**src/rtl/y86_pkg.sv**
```systemverilog
// Shared Y86-64 encodings: instruction codes, register/status codes and
// the pipeline controller state encoding.
package y86_pkg;

    localparam int unsigned ICODE_W = 4;
    localparam int unsigned REG_W   = 4;
    localparam int unsigned STAT_W  = 3;

    localparam logic [ICODE_W-1:0] IMRMOVQ = 4'h5;
    localparam logic [ICODE_W-1:0] IJXX    = 4'h7;
    localparam logic [ICODE_W-1:0] IRET    = 4'h9;
    localparam logic [ICODE_W-1:0] IPOPQ   = 4'hB;

    localparam logic [REG_W-1:0] RNONE = 4'hF;

    localparam logic [STAT_W-1:0] SAOK = 3'd1;
    localparam logic [STAT_W-1:0] SHLT = 3'd2;
    localparam logic [STAT_W-1:0] SADR = 3'd3;
    localparam logic [STAT_W-1:0] SINS = 3'd4;

    typedef enum logic [1:0] {
        ST_FLUSH = 2'd0,
        ST_RUN   = 2'd1,
        ST_HALT  = 2'd2
    } ctrl_state_e;

    // Status 0 (uninitialised) and SAOK are both non-exceptional.
    function automatic logic is_exc(input logic [STAT_W-1:0] s);
        return (s == SADR) || (s == SHLT) || (s == SINS);
    endfunction

endpackage

```
**src/rtl/hazard_detect.sv**
```systemverilog
// Combinational hazard terms for the pipeline controller: load-use,
// branch mispredict and a ret in flight.
module hazard_detect
    import y86_pkg::*;
(
    input  logic [ICODE_W-1:0] D_icode,
    input  logic [REG_W-1:0]   d_srcA,
    input  logic [REG_W-1:0]   d_srcB,
    input  logic [ICODE_W-1:0] E_icode,
    input  logic [REG_W-1:0]   E_dstM,
    input  logic               e_Cnd,
    input  logic [ICODE_W-1:0] M_icode,
    output logic               loaduse_c,
    output logic               mispred_c,
    output logic               retp_c
);

    logic e_is_load;

    assign e_is_load = (E_icode == IMRMOVQ) || (E_icode == IPOPQ);

    assign loaduse_c = e_is_load && (E_dstM != RNONE) &&
                       ((E_dstM == d_srcA) || (E_dstM == d_srcB));

    // Jumps are predicted taken, so a false condition is a mispredict.
    assign mispred_c = (E_icode == IJXX) && !e_Cnd;

    assign retp_c = (D_icode == IRET) || (E_icode == IRET) || (M_icode == IRET);

endmodule

```
**src/rtl/pipe_ctrl.sv**
```systemverilog
// Y86-64 pipeline hazard/sequencing controller: post-reset flush, stall and
// bubble generation, halt on exceptional writeback status, perf counters.
module pipe_ctrl
    import y86_pkg::*;
#(
    parameter int unsigned FLUSH_CYCLES = 5,
    parameter int unsigned CNT_W        = 32
) (
    input  logic               clk,
    input  logic               rst_n,
    input  logic [ICODE_W-1:0] D_icode,
    input  logic [REG_W-1:0]   d_srcA,
    input  logic [REG_W-1:0]   d_srcB,
    input  logic [ICODE_W-1:0] E_icode,
    input  logic [REG_W-1:0]   E_dstM,
    input  logic               e_Cnd,
    input  logic [ICODE_W-1:0] M_icode,
    input  logic [STAT_W-1:0]  m_stat,
    input  logic [STAT_W-1:0]  W_stat,
    output logic               F_stall,
    output logic               D_stall,
    output logic               D_bubble,
    output logic               E_bubble,
    output logic               M_bubble,
    output logic               W_stall,
    output logic               set_cc_en,
    output logic [STAT_W-1:0]  cpu_stat,
    output logic               halted,
    output logic [CNT_W-1:0]   cyc_cnt,
    output logic [CNT_W-1:0]   lu_cnt,
    output logic [CNT_W-1:0]   mp_cnt,
    output logic [CNT_W-1:0]   ret_cnt
);

    localparam int unsigned FC_W = 4;
    localparam logic [FC_W-1:0] FLUSH_LAST = FC_W'(FLUSH_CYCLES - 1);

    ctrl_state_e     state, state_nxt;
    logic [FC_W-1:0] flush_cnt;
    logic            loaduse, mispred, retp;
    logic            m_exc, w_exc;
    logic            cnt_en;

    hazard_detect u_hazard (
        .D_icode   (D_icode),
        .d_srcA    (d_srcA),
        .d_srcB    (d_srcB),
        .E_icode   (E_icode),
        .E_dstM    (E_dstM),
        .e_Cnd     (e_Cnd),
        .M_icode   (M_icode),
        .loaduse_c (loaduse),
        .mispred_c (mispred),
        .retp_c    (retp)
    );

    assign m_exc  = is_exc(m_stat);
    assign w_exc  = is_exc(W_stat);
    assign cnt_en = (state == ST_RUN) && !w_exc;

    function automatic logic [CNT_W-1:0] sat_inc(input logic [CNT_W-1:0] v,
                                                 input logic             en);
        return (en && (v != {CNT_W{1'b1}})) ? v + CNT_W'(1) : v;
    endfunction

    // State register.
    always_ff @(posedge clk) begin
        if (!rst_n) state <= ST_FLUSH;
        else        state <= state_nxt;
    end

    // Next state and stall/bubble decode; pipeline controls stay combinational.
    always_comb begin
        state_nxt = state;
        F_stall   = 1'b0;
        D_stall   = 1'b0;
        D_bubble  = 1'b0;
        E_bubble  = 1'b0;
        M_bubble  = 1'b0;
        W_stall   = 1'b0;
        set_cc_en = 1'b0;
        case (state)
            ST_FLUSH: begin
                D_bubble = 1'b1;
                E_bubble = 1'b1;
                M_bubble = 1'b1;
                if (flush_cnt == FLUSH_LAST) state_nxt = ST_RUN;
            end
            ST_RUN: begin
                // A load-use stall holds decode, so a pending ret cannot bubble it.
                F_stall   = loaduse || retp;
                D_stall   = loaduse;
                D_bubble  = mispred || (!loaduse && retp);
                E_bubble  = mispred || loaduse;
                M_bubble  = m_exc || w_exc;
                W_stall   = w_exc;
                set_cc_en = !m_exc && !w_exc;
                if (w_exc) state_nxt = ST_HALT;
            end
            ST_HALT: begin
                F_stall  = 1'b1;
                D_stall  = 1'b1;
                W_stall  = 1'b1;
                E_bubble = 1'b1;
                M_bubble = 1'b1;
            end
            default: state_nxt = ST_FLUSH;
        endcase
    end

    // Flush counter, architectural status and saturating perf counters.
    always_ff @(posedge clk) begin
        if (!rst_n) begin
            flush_cnt <= '0;
            cpu_stat  <= SAOK;
            halted    <= 1'b0;
            cyc_cnt   <= '0;
            lu_cnt    <= '0;
            mp_cnt    <= '0;
            ret_cnt   <= '0;
        end else begin
            if (state == ST_FLUSH) flush_cnt <= flush_cnt + FC_W'(1);
            if (state == ST_RUN) begin
                if (w_exc) begin
                    cpu_stat <= W_stat;
                    halted   <= 1'b1;
                end else begin
                    cpu_stat <= SAOK;
                end
            end
            cyc_cnt <= sat_inc(cyc_cnt, cnt_en);
            lu_cnt  <= sat_inc(lu_cnt,  cnt_en && loaduse);
            mp_cnt  <= sat_inc(mp_cnt,  cnt_en && mispred);
            ret_cnt <= sat_inc(ret_cnt, cnt_en && retp && !loaduse);
        end
    end

endmodule

```
**config.mk**
```make
export PLATFORM = sky130hd
export DESIGN_NAME = pipe_ctrl
export DESIGN_NICKNAME = d
export VERILOG_FILES = /design/src/rtl/y86_pkg.sv /design/src/rtl/hazard_detect.sv /design/src/rtl/pipe_ctrl.sv
export SDC_FILE = /design/constraint.sdc
export NUM_CORES = 1
export LEC_CHECK = 0
export ABC_AREA = 1
export BUFFER_PORTS_ARGS = -buffer_cell sky130_fd_sc_hd__buf_2
export CAP_MARGIN = 10
export CORE_MARGIN = 5
export CORE_UTILIZATION = 40
export CTS_CLUSTER_DIAMETER = 30
export DETAILED_ROUTE_END_ITERATION = 7
export PLACE_DENSITY = 0.61
export SLEW_MARGIN = 30
export SYNTH_ARGS = -nofsm -noshare
export SYNTH_HDL_FRONTEND = slang
export SYNTH_HIERARCHICAL = 1
export SYNTH_SLANG_ARGS = --single-unit
```
**constraint.sdc**
```tcl
create_clock -name clk -period 3.4 [get_ports clk]
set_clock_uncertainty 0.15 [all_clocks]
set_input_delay 0.17 -clock clk [delete_from_list [all_inputs] [get_ports clk]]
set_output_delay 0.17 -clock clk [all_outputs]
set_load 0.1 [all_outputs]
```
==> Word-level counts from Yosys, hierarchy flattened <==
Index checks and enable logic that the tools add are counted.
{ "word_totals": {"regBits": 138, "input_bits": 33, "output_inout_bits": 139, "word_cells": 83} }
{ "classes": {"add_sub_neg": 5, "n_eq_ne": 24, "mux": 11, "bitwise": 1, "reduce_logical": 34} }
{ "op_table": {"columns": ["cell", "count"], "rows": [
  ["32-bit by 1-bit adder with 32-bit output, second input constant", 4],
  ["32-bit != test, second input constant", 4],
  ["4-bit == test, second input constant", 4],
  ["1-bit logical AND", 14],
  ["3-bit by 2-bit == test with 1-bit output, second input constant", 4],
  ["4-bit by 3-bit == test with 1-bit output, second input constant", 3],
  ["1-bit logical OR", 12],
  ["1-bit case mux with 2 select lines", 6],
  ["4-bit == test", 2],
  ["3-bit == test, second input constant", 2],
  ["2-bit case mux with 3 select lines", 1],
  ["4-bit by 1-bit adder with 4-bit output, second input constant", 1],
  ["1-bit zero test", 4],
  ["2-bit 2-to-1 mux", 2],
  ["2-bit != test, second input constant", 2],
  ["4-bit != test, second input constant", 1],
  ["3-bit 2-to-1 mux", 1],
  ["3-bit AND reduction", 1],
  ["2-bit by 1-bit == test with 1-bit output, second input constant", 1],
  ["2-bit == test, second input constant", 1],
  ["2-bit zero test", 1],
  ["2-bit AND reduction", 1],
  ["2-bit OR reduction", 1],
  ["1-bit 2-to-1 mux", 1],
  ["1-bit inverter", 1]
]} }

==> Longest topological paths before layout <==
{ "logic_depth": {"ltp_word": 8, "depth_mapped": 14, "ltp_nobuf": 13} }

==> Hierarchy <==
The synthesis kept the hierarchy.
{ "by_module_without_submodules": {"columns": ["mod", "n_inst", "cells_each", "area_each_um2", "seq_area_each_um2"], "rows": [
  ["pipe_ctrl", 1, 1471, 8889.8, 2762.6],
  ["hazard_detect", 1, 59, 242.7, 0.0]
]} }

==> Worst setup path before layout <==
OpenSTA, ideal clock, no wires.
{ "synth_timing": {"path_type": "flip-flop to output port", "start": "register state[1]", "end": "output port F_stall", "arrival_ns": 3.722, "required_time_ns": 3.080, "path_slack_ns": -0.642, "stages_incl_launch_ff": 7, "path_buffers": 1, "path_cell_list": "dfxtp_1 > inv_1 > ha_1 > buf_2 > nand2_1 > a21boi_0 > a31o_2"} }
{ "synth_between": {"elab_chain_len": 2, "elab_cells_between_ends": 3, "classes_between": "eq/ne (2); mux (1)"} }
{ "synth_lines": {"columns": ["item", "line", "rtl"], "rows": [
  ["start: declaration", "pipe_ctrl.sv:38", "ctrl_state_e state, state_nxt;"],
  ["start signal: assignment", "pipe_ctrl.sv:69", "else state <= state_nxt;"],
  ["2-bit == test or 2-bit by 1-bit == test with 1-bit output (tied branches)", "pipe_ctrl.sv:82", "case (state)"],
  ["1-bit case mux with 2 select lines (*)", "pipe_ctrl.sv:82", null],
  ["end: declaration", "pipe_ctrl.sv:20", "output logic F_stall,"]
]} }
Every way passes the cells marked *; elsewhere a longest branch is shown, timed or not.

==> Worst setup path in the final report <==
{ "layout_timing": {"start": "register state[1]", "end": "register lu_cnt[16]"} }
{ "layout_between": {"elab_chain_len": 4} }
{ "layout_lines": {"columns": ["item", "line", "rtl"], "rows": [
  ["2-bit by 1-bit == test with 1-bit output", "pipe_ctrl.sv:59", "assign cnt_en = (state == ST_RUN) && !w_exc;"],
  ["1-bit logical AND", "pipe_ctrl.sv:59", null],
  ["1-bit logical AND", "pipe_ctrl.sv:132", "lu_cnt <= sat_inc(lu_cnt, cnt_en && loaduse);"],
  ["1-bit logical AND", "pipe_ctrl.sv:63", "return (en && (v != {CNT_W{1'b1}})) ? v + CNT_W'(1) : v;"],
  ["end signal: assignment", "pipe_ctrl.sv:132", null],
  ["end: declaration", "pipe_ctrl.sv:30", "output logic [CNT_W-1:0] lu_cnt,"]
]} }
Every way passes these cells.
A chain may end at the register's enable or synchronous reset.

==> metrics.cfg <==
[synth]
synth-seq-cells=138
ys_seq_area_share_pct=30.25
synthDistinctLibCells=35
syn_inst=1530
yosys-top-cells-area=dfxtp_1 30%, nand2_1 25%, nor2_1 10%
yosysTopAreaCell=dfxtp_1
postSynthAreaPerCell_um2=5.969
yosysWarningCount=6
synth_area_mm2=0.009133
synth_top_area_share_pct=30.25
syn_nets=1573

[worst_setup_path]
worstSetupEndpointType=flop
cp_data_arrival_time_ps=2780
criticalPathCategory=flop to flop
cp_max_fo=30
worstPathRequired_ps=3590
cp-start-kind=flop

[layout]
seqCellArea_mm2=0.002763
layout_common_cells=604 x nand2_1, 248 x nor2_1, 171 x buf_2
nets=1736
multiInputGateArea_mm2=0.005602
antenna_cells=0
drive_gt1_share_pct=16.42
n_fill_cell=2365
area_growth_pct=18.74
final_util_pct=48.04
stdcell_area_mm2=0.01084
final_common_cell=nand2_1

[routing]
dr_total_vias=9671
wirelength_mm=26.34
vias_per_cell=4.860
drt-wirelength-per-cell_um=13.23
drt_iter0_markers=601
drc=0
drtAntennaViolNets=0
first_pass_iters=5

[floorplanning]
die_h_um=161.1
core_area_mm2=0.02257
core.rowCount=55
die_w_um=161.1
start_util_pct=40.46
ioPinCount=172
dieArea_mm2=0.02595

[place]
dpl_worst_slack_ps=724.5
hpwlAfterDp_mm=19.62
numPortBuffers=171
gp_congestion=0.9167
placed_area_mm2=0.01014

[power]
pwr-share-seq_pct=38.9
swShare_pct=27.57
leakagePower_uw=0.004432
clkPwrFrac_pct=48.8
combPwrFrac_pct=12.3
power_uw=4287
p_int_uw=3105
peakVddDrop_mv=0.2896
power_density_mw_per_mm2=395.3
p_sw_uw=1182

[hold_path]
min_path_type=input pin to flop

[global_route]
use_met2_pct=33.63
antenna_found_initial=0
grt_overflow_total=0
grt_usage_pct=20.08
use_met1_pct=26.67
grt_pass1_wl_mm=43.59
met3_usage_pct=3.419
top_usage_layer=met2
grt_pass1_vias=8747
grt_start_max_net_pins=85

[clocking]
h-tree-depth=4
insertion_delay_ps=420
cts_resized=0
ctsHoldBuffers=4
cts_root_buffer=clkbuf_16
cts.sinks=138
cts_max_path_buffers=2
cts.clk_slew.worst_paths_ps=60
cts_tree=yes
cts_buffers=17
postCtsSetupBuffers=0

[timing]
finalCriticalPeriod_ps=2582
tightest_slew_ps=738.5
max_freq_ghz=0.3872
setup_viol=0
timing.slew.headroom_pct=50.77
timing.final.ws_setup_ps=817.7
finalCritPeriodShare_pct=75.95
hold_violations=0
setup_tns_ps=0
slew_violations=0
rsz0062_at_grt=false

[outcome]
status=completed

[flow_run]
cap_violations=0

routing by layer:
metal  up-vias  part of all wire (%)
met4         0                   1.9
met5         -                     0
met3        42                   4.5
met2       229                    47
met1      4317                    47
li1       5083                     -
cell type report:
type | count | share of cell area [%]
Inverter | 142 | 4.961
Clock inverter | 11 | 1.777
Timing Repair Buffer | 179 | 8.538
Sequential cell | 138 | 25.48
Tap cell | 285 | 3.288
Multi-Input combinational cell | 1215 | 51.66
Clock buffer | 20 | 4.304
worst paths after layout:
kind,startpoint,end,slack [ps],depth (start not counted)
worst max-delay path,state[1],lu_cnt[16],820,8
worst min-delay path,rst_n,cpu_stat[0],150,3
worst max register to register,state[1],lu_cnt[16],820,8
worst min register to register,cpu_stat[1],cpu_stat[1],320,2
per-stage QoR:
step                instances  hold WS [ps]
floorplan                1530         147.5
global placement         1955         255.4
detailed placement       1955         254.8
CTS                      1990         125.5
global route             1990         152.9
finish                   1990         148.7
synthesized netlist by cell type (all sizes together):
cell type and instances:
nand2 632, nor2 271, inv 141, dfxtp 138, a21oi 108, nand3 69
xor2 35, nand4 26, xnor2 24, buf 23, o21ai 20, clkbuf 12
ha 10, nor3 8, a31o 2, nand3b 2, nor3b 2, a211oi 1
a21boi 1, a31oi 1, clkinv 1, nor4 1, o22ai 1, o311ai 1
logic make-up after synthesis:
family,Yosys count,share of synthesized area [%]
flops,138,30.25
xor+xnor,59,5.658
compound gates,135,8.056
buf+inv,177,8.412
simple gates,1011,46.25
fa+ha+maj,10,1.370
registers in the layout, indices dropped and copies added, names as in the netlist:
signal,flops
flush_cnt,4
mp_cnt,32
cpu_stat,3
state,2
ret_cnt,32
cyc_cnt,32
lu_cnt,32
halted,1
worst max-delay path, stage by stage, from the launching register on:
cell and delay (ps):
dfxtp_1 340, inv_1 80, ha_1 380, nand3_2 240, nor2_4 290, nand2_4 280, inv_2 450, nand2_1 140
a21oi_2 120
power groups by stage:
stage	clock, uW	combinational, uW	sequential [uW]
CTS	2140	530	1670
global placement	0	519	1700
global route	2210	576	1670
floorplan	0	353	1770
finish	2090	527	1670
detailed placement	0	525	1700
(Power assumes the default switching activity.)
